**src/rtl/sel_demux.sv**
```systemverilog
// Routes a synchronised, active-low 3-bit bus into one of three held
// channel registers, chosen by a debounced active-low switch.
module sel_demux #(
  parameter int W           = 3,
  parameter int SYNC_STAGES = 2,
  parameter int DEB_CYCLES  = 4
) (
  input  logic         iClk,
  input  logic         iRst_n,
  input  logic [W-1:0] iData,
  input  logic         iEn,
  input  logic [1:0]   iSw,
  output logic [W-1:0] oA,
  output logic [W-1:0] oB,
  output logic [W-1:0] oC,
  output logic [1:0]   oSel,
  output logic [2:0]   oStb
);

  localparam int CW = $clog2(DEB_CYCLES + 1);
  localparam logic [CW-1:0] CMAX = CW'(DEB_CYCLES);

  typedef enum logic [1:0] {
    IDLE,
    SETTLE,
    ACTIVE
  } state_e;

  logic [SYNC_STAGES-1:0][W-1:0] d_sync_q;
  logic [SYNC_STAGES-1:0]        e_sync_q;
  logic [SYNC_STAGES-1:0][1:0]   s_sync_q;

  logic [W-1:0] sd;
  logic         se;
  logic [1:0]   ss;

  logic [1:0]    ss_prev_q;
  logic [CW-1:0] cnt_q, cnt_d;

  state_e       state_q, state_d;
  logic [1:0]   sel_q, sel_d;
  logic [W-1:0] a_q, a_d;
  logic [W-1:0] b_q, b_d;
  logic [W-1:0] c_q, c_d;
  logic [2:0]   stb_q, stb_d;

  // Pins are inverted on entry so everything below is active-high.
  always_ff @(posedge iClk or negedge iRst_n) begin
    if (!iRst_n) begin
      d_sync_q <= '0;
      e_sync_q <= '0;
      s_sync_q <= '0;
    end else begin
      d_sync_q[0] <= ~iData;
      e_sync_q[0] <= ~iEn;
      s_sync_q[0] <= ~iSw;
      for (int i = 1; i < SYNC_STAGES; i++) begin
        d_sync_q[i] <= d_sync_q[i-1];
        e_sync_q[i] <= e_sync_q[i-1];
        s_sync_q[i] <= s_sync_q[i-1];
      end
    end
  end

  assign sd = d_sync_q[SYNC_STAGES-1];
  assign se = e_sync_q[SYNC_STAGES-1];
  assign ss = s_sync_q[SYNC_STAGES-1];

  always_comb begin
    cnt_d = cnt_q;
    if (ss != ss_prev_q) begin
      cnt_d = '0;
    end else if (cnt_q != CMAX) begin
      cnt_d = cnt_q + CW'(1);
    end
  end

  always_ff @(posedge iClk or negedge iRst_n) begin
    if (!iRst_n) begin
      ss_prev_q <= '0;
      cnt_q     <= '0;
    end else begin
      ss_prev_q <= ss;
      cnt_q     <= cnt_d;
    end
  end

  always_comb begin
    state_d = state_q;
    sel_d   = sel_q;
    a_d     = a_q;
    b_d     = b_q;
    c_d     = c_q;
    stb_d   = 3'b000;
    unique case (state_q)
      IDLE: begin
        if (ss != 2'd0) state_d = SETTLE;
      end
      SETTLE: begin
        if (cnt_q == CMAX) begin
          sel_d   = ss;
          state_d = (ss != 2'd0) ? ACTIVE : IDLE;
        end
      end
      ACTIVE: begin
        if (ss != sel_q) begin
          state_d = SETTLE;
        end else if (se) begin
          unique case (1'b1)
            (sel_q == 2'd1): begin
              a_d   = sd;
              stb_d = 3'b001;
            end
            (sel_q == 2'd2): begin
              b_d   = sd;
              stb_d = 3'b010;
            end
            (sel_q == 2'd3): begin
              c_d   = sd;
              stb_d = 3'b100;
            end
            default: ;
          endcase
        end
      end
      default: state_d = IDLE;
    endcase
  end

  always_ff @(posedge iClk or negedge iRst_n) begin
    if (!iRst_n) begin
      state_q <= IDLE;
      sel_q   <= '0;
      a_q     <= '0;
      b_q     <= '0;
      c_q     <= '0;
      stb_q   <= '0;
    end else begin
      state_q <= state_d;
      sel_q   <= sel_d;
      a_q     <= a_d;
      b_q     <= b_d;
      c_q     <= c_d;
      stb_q   <= stb_d;
    end
  end

  assign oA   = ~a_q;
  assign oB   = ~b_q;
  assign oC   = ~c_q;
  assign oSel = ~sel_q;
  assign oStb = ~stb_q;

endmodule

```
**config.mk**
```make
export PLATFORM = sky130hd
export DESIGN_NAME = sel_demux
export DESIGN_NICKNAME = d
export VERILOG_FILES = /design/src/rtl/sel_demux.sv
export SDC_FILE = /design/constraint.sdc
export NUM_CORES = 1
export LEC_CHECK = 0
export ABC_AREA = 1
export BUFFER_PORTS_ARGS = -buffer_cell sky130_fd_sc_hd__buf_2
export CAP_MARGIN = 40
export CORE_MARGIN = 2
export CORE_UTILIZATION = 40
export CTS_CLUSTER_SIZE = 40
export DETAILED_ROUTE_END_ITERATION = 6
export PLACE_DENSITY_LB_ADDON = 0.05
export SLEW_MARGIN = 20
export SYNTH_ARGS = -nofsm -noshare
export SYNTH_HDL_FRONTEND = slang
export SYNTH_SLANG_ARGS = --single-unit
```
**constraint.sdc**
```tcl
create_clock -name iClk -period 2.61 [get_ports iClk]
set_input_delay 0.1305 -clock iClk [delete_from_list [all_inputs] [get_ports iClk]]
set_output_delay 0.1305 -clock iClk [all_outputs]
set_load 0.05 [all_outputs]
```
==> results of run 1 <==
worst max-delay path: cells and delay by family, from the launching register on:
kind                   cells  cell delay, ps
flip-flops                 1             440
buffers and inverters      2             370
area by class of cell:
cell class	instances	area share, %
clock buffer	7	3.323
inverter	32	7.402
multi-input combinational	76	25.38
sequential	33	49.85
tap	46	3.474
timing repair buffer	28	10.57
cell families after synthesis:
logic type,count (synthesis),synth area share [%]
AOI/OAI and AO/OA,6,2.182
xor gates and xnor gates,4,2.546
adders and majority gates,2,1.818
buffers and inverters,33,9.455
DFF,33,60.00
and+or+nand+nor,64,24.00
sequential cells by signal, indices dropped and copies added, names as in the netlist:
| name | flops |
|---|---|
| a_q | 3 |
| b_q | 3 |
| c_q | 3 |
| cnt_q | 3 |
| d_sync_q | 3 |
| sd | 3 |
| stb_q | 3 |
| e_sync_q | 2 |
| s_sync_q | 2 |
| sel_q | 2 |
| ss | 2 |
| ss_prev_q | 2 |
| state_q | 2 |
final timing paths:
path                                             from                     end  cells past startpoint
worst max-delay path             sel_q[1]$_DFFE_PN0P_                 oSel[1]                      2
worst min-delay path            s_sync_q[1]$_DFF_PN0_         ss[1]$_DFF_PN0_                      0
worst max register to register   cnt_q[0]$_DFFE_PN0P_  state_q[0]$_DFFE_PN0P_                      8
worst min register to register  s_sync_q[1]$_DFF_PN0_         ss[1]$_DFF_PN0_                      0
max in group asynchronous                      iRst_n  ss_prev_q[1]$_DFF_PN0_                      2
min in group asynchronous                      iRst_n      b_q[0]$_DFFE_PN0P_                      2
cell usage after synthesis, drive strengths merged:
library cell	number	area share, %
a21oi	2	0.73
nor2	9	4.7
ha	2	1.8
buf	1	0.55
inv	32	8.9
o21ai	4	1.5
nand2	39	11
nand4	12	6.8
xor2	1	0.64
nand3	4	1.5
dfrtp	33	60
xnor2	3	1.9
timing repair:
action	CTS	global route
endpoints found under the hold margin	39	0
resized for setup	0	0
hold buffers	7	0
per-layer routing:
layer / GRT usage (%) / up-vias / part of all wire (%)
met1: 15.98 / 455 / 46
met2: 23.25 / 24 / 48
met4: 5.833 / 0 / 0.72
met3: 6.486 / 2 / 5.4
met5: 0 / - / 0
li1: - / 502 / -
stage by stage:
step | area [um2] | std cells | power [W] | hold slack (ps)
4_1_cts | 1657 | 222 | 0.001095 | 355.7
5_1_grt | 1657 | 222 | 0.001156 | 364.3
3_5_place_dp | 1531 | 208 | 0.0007952 | 232.6
6_report | 1657 | 222 | 0.001077 | 352.9
3_3_place_gp | 1531 | 208 | 0.0007904 | 222.7
2_1_floorplan | 1376 | 142 | 0.0007478 | -165.1
where the power goes:
part / switching (W) / internal (W) / total (W)
clock: 0.000160 / 0.000127 / 0.000287
combinational: 0.000146 / 0.0000646 / 0.000210
sequential: 0.0000323 / 0.000546 / 0.000579
total: 0.000339 / 0.000738 / 0.00108
==> key figures, run 1 <==
Synthesis
  – Syn Inst Count: 142
  – Synth warnings: 0
  – Flop and latch count out of synthesis: 33
  – Post-Syn Area per Cell: 9.692 um2
  – Syn_nets: 152
  – Synth unique cells: 20
  – Post-synthesis sequential area ratio: 60.00%
  – Syn Std Cell Area: 0.001376 mm2

Drt
  – WL per Instance: 10.59 um
  – Routed Antenna Nets: 0
  – Total Wirelength: 2.350 mm
  – Pre-Repair DR Iteration Count: 4
  – Vias per std cell: 4.428
  – Initial DRC Count: 40
  – Vias: 983
  – DRC Markers: 0

Place
  – PortBufs: 21
  – RePlAce Congestion: 0.6967
  – Dpl hpwl: 1.663 mm
  – Pre-CTS WS: 1359 ps

Final layout
  – Fill cells: 336
  – Multi-input logic area: 420.4 um2
  – Commonest non-fill, non-tap cell in the layout: nand2_1
  – Layout Utilization: 50.04%
  – Final nets: 186
  – Highest-count cells in the layout ignoring fill and taps: nand2_1, dfrtp_1, inv_1, buf_2, nand4_1
  – Antenna diode count: 0
  – Layout area overhead: 20.36%
  – Register area: 825.8 um2
  – Layout cells sized above 1: 23.86%

Clock network
  – Clock Root Buffer: clkbuf_4
  – CTS tree: yes
  – Clk slew on worst S/H paths: 80 ps
  – Clock latency on the worst-skew pair: 330 ps
  – H-tree levels: 2
  – Setup bufs post-CTS: 0
  – Clock buffer depth: 2
  – TritonCTS buffer count: 5
  – Num Clock Sinks: 33

STA
  – Unrepaired setup endpoints after global routing: no
  – Tcrit/Tclk final: 48.36%
  – Max Clock Skew: 13.39 ps
  – Setup-failing EPs final: 0
  – Fmax: 792.3 MHz
  – Minimum clock period: 1262 ps
  – Setup TNS: 0 ps
  – Final Max Tran Viols: 0
  – Least-Margin Pin Slew: 726.6 ps
  – Slew margin rel.: 51.56%
  – Hold Violations, Final: 0
  – Setup WS post-layout: 1348 ps

Setup path
  – Crit Path Class: reg2out
  – Critical Path Fanout Max: 6
  – FF-to-FF setup slack: 1360 ps
  – Ordered list of cells on the worst path: inv_2 -> buf_2
  – Slowest stage delay, CP: 440 ps
  – Slowest library cell on the worst path: dfrtp_1
  – Worst Path Arrival: 1130 ps
  – Crit. End Element: primary output
  – CP Launch Type: flop
  – WP data required: 2480 ps

GRT
  – First-pass GRT wire length: 4.140 mm
  – Initial antenna violation count: 0
  – Number of global-route vias before repair: 1,003
  – GRT Overall Usage: 14.17%
  – Largest net degree at the start of global routing: 34
  – Total gr overflow: 0

Power and ir drop
  – Peak VDD IR: 298.2 uV
  – Static Leakage: 0.8598 nW
  – Pwr/cell area: 649.9 mW/mm2

Run
  – Max_cap viols: 0

Worst hold path
  – Worst min path class: reg2reg

Floorplanning
  – FP Rows: 21
  – Die area: 0.003926 mm2
  – Initial core utilization: 41.57%
  – I/O pins: 22
  – Core ar.: 0.003311 mm2
  – Die Width: 62.66 um
  – Die height: 62.66 um

Status
  – Status: complete, no violations
Note: power is estimated with default switching activity, not from simulation.
==> run 2, diff against run 1 <==
ABC_AREA = 0   (was 1)
clock period = 1.1 ns   (was 2.61 ns; I/O delays follow)
==> run 2 against run 1 <==
  * The flow now finishes with violations (negative setup slack)
  * Sequential power rose by 130%
  * Combinational power rose by 140%
  * Area after synthesis fell by 1.1%
  * Critical endpoint is now b_q[2]$_DFFE_PN0P_
  * Largest cell class unchanged
  * Largest power group unchanged
==> key figures, run 2 <==
Drt
  – Routed Antenna Nets: 0
  – Initial DRC Count: 20
  – Total Wirelength: 2.323 mm
  – Pre-Repair DR Iteration Count: 2
  – WL per Instance: 11.11 um
  – Vias: 898
  – Vias per std cell: 4.297
  – DRC Markers: 0

Worst hold path
  – Worst min path class: in2async

STA
  – Final Max Tran Viols: 0
  – Hold Violations, Final: 0
  – Slew margin rel.: 81.96%
  – Least-Margin Pin Slew: 269.7 ps
  – Setup TNS: -3736 ps
  – Max Clock Skew: 7.701 ps
  – Tcrit/Tclk final: 127.5%
  – Setup WS post-layout: -302.7 ps
  – Unrepaired setup endpoints after global routing: yes
  – Minimum clock period: 1403 ps
  – Fmax: 712.9 MHz
  – WHS: 189.7 ps
  – Setup-failing EPs final: 19

Final layout
  – Register area: 828.3 um2
  – Antenna diode count: 0
  – Commonest non-fill, non-tap cell in the layout: dfrtp_1
  – Layout cells sized above 1: 50.92%
  – Fill cells: 279
  – Multi-input logic area: 514.2 um2
  – Highest-count cells in the layout ignoring fill and taps: dfrtp_1, buf_4, inv_1, buf_2
  – Final nets: 172
  – Layout area overhead: 44.94%
  – Post-route cell area: 0.001973 mm2

Floorplanning
  – I/O pins: 22
  – Die area: 0.003886 mm2
  – Core ar.: 0.003311 mm2
  – Initial core utilization: 41.12%
  – Die height: 62.34 um
  – FP Rows: 21
  – Die Width: 62.34 um

Synthesis
  – Flop and latch count out of synthesis: 33
  – Top cell type's share of synthesized area: 60.66%
  – Number of synthesized flops with an enable pin: 0
  – Area contributors post-synth: dfrtp_1, mux2_2, inv_1
  – Post-synthesis sequential area ratio: 60.66%
  – Syn_nets: 118
  – Syn Inst Count: 108
  – Syn Std Cell Area: 0.001361 mm2
  – Top-count cell post-synth: dfrtp_1
  – Largest area contributor in the netlist: dfrtp_1
  – Ys async rst share: 100.0%
  – Post-Syn Area per Cell: 12.60 um2
  – Ys flop type: dfrtp_1
  – Synth unique cells: 22
  – Post-synth top cells: dfrtp_1, inv_1, mux2_2
  – Synth warnings: 0

Clock network
  – Clock latency on the worst-skew pair: 330 ps
  – Clock buffer depth: 2
  – CTS tree: yes
  – Clk slew on worst S/H paths: 100 ps
  – Clock Root Buffer: clkbuf_4
  – TritonCTS buffer count: 5
  – Num Clock Sinks: 33
  – H-tree levels: 2

Setup path
  – Worst Setup EP: b_q[2]$_DFFE_PN0P_
  – Worst Path Arrival: 1620 ps
  – Reg2reg path depth: 3
  – WP data required: 1310 ps
  – FF-to-FF setup slack: -300 ps
  – CP Launch Type: flop
  – Crit. End Element: flop
  – Worst Setup SP: ss[0]$_DFF_PN0_
  – Crit Path Class: reg2reg
  – Critical Path Fanout Max: 4
  – Reg2reg end: b_q[2]$_DFFE_PN0P_
  – Worst r2r src: ss[0]$_DFF_PN0_

Status
  – Failing checks: negative setup slack
  – Status: finished, violations left

GRT
  – Initial antenna violation count: 0
  – Number of global-route vias before repair: 962
  – GRT Overall Usage: 14.64%
  – First-pass GRT wire length: 4.291 mm
  – Total gr overflow: 0
  – Largest net degree at the start of global routing: 34

Run
  – Max_cap viols: 0

Power and ir drop
  – Peak VDD IR: 856.1 uV
  – Total power: 0.002450 W
  – Pwr/cell area: 1242 mW/mm2
  – Static Leakage: 0.9316 nW

Place
  – PortBufs: 21
  – Placed cell area: 0.001652 mm2
  – Pre-CTS WS: -369.5 ps
  – RePlAce Congestion: 0.7224
  – Dpl hpwl: 1.538 mm
==> run 2: cell count changes after synthesis, moves of 3 or more <==
cell,before,now
inv_1,27,23
nor2_2,3,0
nand2_1,37,4
nand4_2,3,0
inv_2,4,0
nand4_1,9,3
buf_6,0,3
mux2_2,0,11
nor2b_1,0,3
==> run 2: worst min-delay path by stage <==
stage,from,cells after the start,end
floorplan,iRst_n,0,a_q[0]$_DFFE_PN0P_
global placement,iRst_n,2,cnt_q[1]$_DFFE_PN0P_
detailed placement,iRst_n,2,cnt_q[1]$_DFFE_PN0P_
CTS,iRst_n,3,cnt_q[1]$_DFFE_PN0P_
global route,iRst_n,3,cnt_q[1]$_DFFE_PN0P_
finish,iRst_n,3,cnt_q[1]$_DFFE_PN0P_
==> run 2: worst max-delay path, stage by stage, from the launching register on <==
cell,delay (ps)
dfrtp_2,460
xor2_4,210
nor3_4,260
mux2_2,360
==> run 2: power by group <==
| part | leakage (nW) | internal (W) | switching, W |
|---|---|---|---|
| clock network | 0.0310 | 0.000241 | 0.000400 |
| logic | 0.481 | 0.000280 | 0.000221 |
| registers | 0.420 | 0.00126 | 0.0000448 |
==> run 2: per-layer routing <==
layer / share of wire (%) / track usage [%] / wire length (um) / vias to the layer above
li1: - / - / - / 448
met5: 0 / 0 / 0 / -
met2: 48 / 22.69 / 1110 / 21
met3: 4.9 / 4.710 / 113 / 4
met1: 45 / 18.08 / 1048 / 425
met4: 2.2 / 8.333 / 51 / 0
==> run 2: area by class of cell <==
| type | instances | area share [%] |
|---|---|---|
| timing repair buffer | 51 | 21.62 |
| clock inverter | 3 | 0.8878 |
| clock buffer | 5 | 1.902 |
| inverter | 23 | 4.629 |
| sequential | 33 | 41.98 |
| multi-input combinational | 48 | 26.06 |
| tap | 46 | 2.917 |
==> run 2: logic make-up (layout without fill, tap and decap cells) <==
kind of cell	Yosys count	after routing	synth area share, %
XOR/XNOR	6	6	5.239
flip-flops	33	33	60.66
adder cells (fa/ha/maj)	2	2	1.838
buffers and inverters	27	82	9.375
AND/OR/NAND/NOR	24	24	11.58
AO/OA/AOI/OAI	5	5	2.206
multiplexers	11	11	9.099
==> run 2: stage by stage <==
stage | util [%] | instances
floorplan | - | 108
global placement | 49.89 | 188
detailed placement | 49.89 | 188
CTS | 57.22 | 206
global route | 59.60 | 209
finish | 59.60 | 209
==> run 2: repair_timing <==
action	in CTS	in global routing
buffers inserted	3	3
pin swaps	9	4
hold endpoints to repair	39	0
hold buffers	7	0
resized for setup	25	24
gates cloned	0	0
endpoints found under the setup margin	23	29
==> run 3, diff against run 2 <==
CORE_UTILIZATION = 45   (was 40)
==> run 3 against run 2 <==
  * The flow still finishes with violations (negative setup slack)
  * Core utilization rose by 11 points
  * Total power increased by 2.0%
  * Cell area grew 0.25%
  * Critical path type unchanged
==> key figures, run 3 (synthesized netlist as in run 2, its figures left out) <==
Status
  – Status: finished, violations left
  – Failing checks: negative setup slack

Final layout
  – Layout area overhead: 45.31%
  – Highest-count cells in the layout ignoring fill and taps: dfrtp_1, inv_1, clkbuf_4, buf_4
  – Fill cells: 205
  – Layout Utilization: 70.52%
  – Multi-input logic area: 529.3 um2
  – Commonest non-fill, non-tap cell in the layout: dfrtp_1
  – Register area: 829.5 um2
  – Antenna diode count: 0
  – Layout cells sized above 1: 50.93%
  – Final Non-Filler Cells: 192
  – Final nets: 171

Drt
  – Vias per std cell: 4.719
  – Initial DRC Count: 4
  – Total Wirelength: 2.492 mm
  – Pre-Repair DR Iteration Count: 3
  – Routed Antenna Nets: 0
  – Vias: 906
  – WL per Instance: 12.98 um
  – DRC Markers: 0

STA
  – Final Max Tran Viols: 0
  – Fmax: 676.0 MHz
  – Setup WS post-layout: -379.2 ps
  – WHS: 269.8 ps
  – Hold Violations, Final: 0
  – Minimum clock period: 1479 ps
  – Least-Margin Pin Slew: 412.0 ps
  – Max Clock Skew: 15.16 ps
  – Setup TNS: -4347 ps
  – Unrepaired setup endpoints after global routing: yes
  – Tcrit/Tclk final: 134.5%
  – Setup-failing EPs final: 21
  – Slew margin rel.: 72.54%

Place
  – PortBufs: 21
  – RePlAce Congestion: 0.8359
  – Pre-CTS WS: -363.1 ps
  – Dpl hpwl: 1.608 mm
  – Dpl cells: 170

Clock network
  – TritonCTS buffer count: 5
  – Num Clock Sinks: 33
  – Clock Root Buffer: clkbuf_4
  – Clock buffer depth: 2
  – Clock latency on the worst-skew pair: 330 ps
  – CTS tree: yes
  – Clk slew on worst S/H paths: 100 ps
  – H-tree levels: 2

Floorplanning
  – Die Width: 59 um
  – Die height: 59 um
  – Initial core utilization: 48.53%
  – Die area: 0.003481 mm2
  – Core ar.: 0.002805 mm2
  – FP Rows: 19
  – I/O pins: 22

GRT
  – GRT Overall Usage: 16.85%
  – Number of global-route vias before repair: 936
  – Initial antenna violation count: 0
  – Largest net degree at the start of global routing: 34
  – Total gr overflow: 0
  – First-pass GRT wire length: 4.250 mm

Worst hold path
  – Worst min path class: in2async

Setup path
  – Ordered list of cells on the worst path: buf_4 -> buf_6 -> xnor2_4 -> nand3_4 -> mux2_4
  – Critical Path Fanout Max: 5
  – WP data required: 1310 ps
  – Crit path max-delay family: flip-flops
  – Slowest library cell on the worst path: dfrtp_2
  – Crit Path Class: reg2reg
  – Slowest stage delay, CP: 450 ps
  – Crit path buf inv count: 2
  – Worst Path Arrival: 1690 ps
  – CP Launch Type: flop
  – Crit. End Element: flop

Power and ir drop
  – Static Leakage: 0.9399 nW
  – Pwr/cell area: 1264 mW/mm2
  – Peak VDD IR: 887.5 uV

Run
  – Max_cap viols: 0
[run 3: changes by cell type in the layout (fill, tap and decap cells not counted), sizes merged]
cell and change:
buf -9, clkbuf +10, clkinv -2, clkinvlp -1
[run 3: through the flow]
stage	cell area, um2	power, W
after floorplan	1390	0.001525
after global placement	1598	0.001635
after detailed placement	1598	0.001643
after CTS	1848	0.002437
after global routing	1978	0.002627
final	1978	0.002500
[run 3: repair_timing]
action / in CTS / in global routing
setup buffers: 4 / 5
endpoints found under the hold margin: 39 / 0
setup endpoints to repair: 20 / 32
pin swaps: 8 / 7
hold buffers: 7 / 0
gates resized for setup: 25 / 29
cloned: 0 / 0
[run 3: area by class of cell]
cell class | count | area share (%)
repair buffers | 50 | 21.95
multi-input cells | 48 | 26.76
flip-flops and latches | 33 | 41.94
clock buffers | 7 | 2.783
inverters | 23 | 4.617
well taps | 31 | 1.961
[run 3: worst paths after layout]
path                                  startpoint                     to  slack, ps  depth (start not counted)
setup reg to reg            sel_q[0]$_DFFE_PN0P_     a_q[1]$_DFFE_PN0P_       -380                          5
hold / removal                            iRst_n   cnt_q[0]$_DFFE_PN0P_        270                          3
max in group asynchronous                 iRst_n        ss[0]$_DFF_PN0_        500                          3
min in group iClk          e_sync_q[0]$_DFF_PN0_  e_sync_q[1]$_DFF_PN0_        350                          0
setup / recovery            sel_q[0]$_DFFE_PN0P_     a_q[1]$_DFFE_PN0P_       -380                          5
hold reg to reg            e_sync_q[0]$_DFF_PN0_  e_sync_q[1]$_DFF_PN0_        350                          0
[run 3: power breakdown]
| group | switching, W | total (W) | internal (W) |
|---|---|---|---|
| Combinational | 0.000230 | 0.000514 | 0.000283 |
| Sequential | 0.0000434 | 0.00131 | 0.00126 |
| Clock | 0.000377 | 0.000678 | 0.000302 |
| Total | 0.000650 | 0.00250 | 0.00185 |
[run 3: routing by layer]
metal	share of wire (%)	track usage, %
met1	46	22.35
met2	49	26.35
met3	3.4	4.585
met4	1.1	6.818
met5	0	0
[run 3: tightest hold or removal path, stage by stage]
cell and delay (ps):
dlygate4sd3_1 520, buf_2 90, buf_4 360
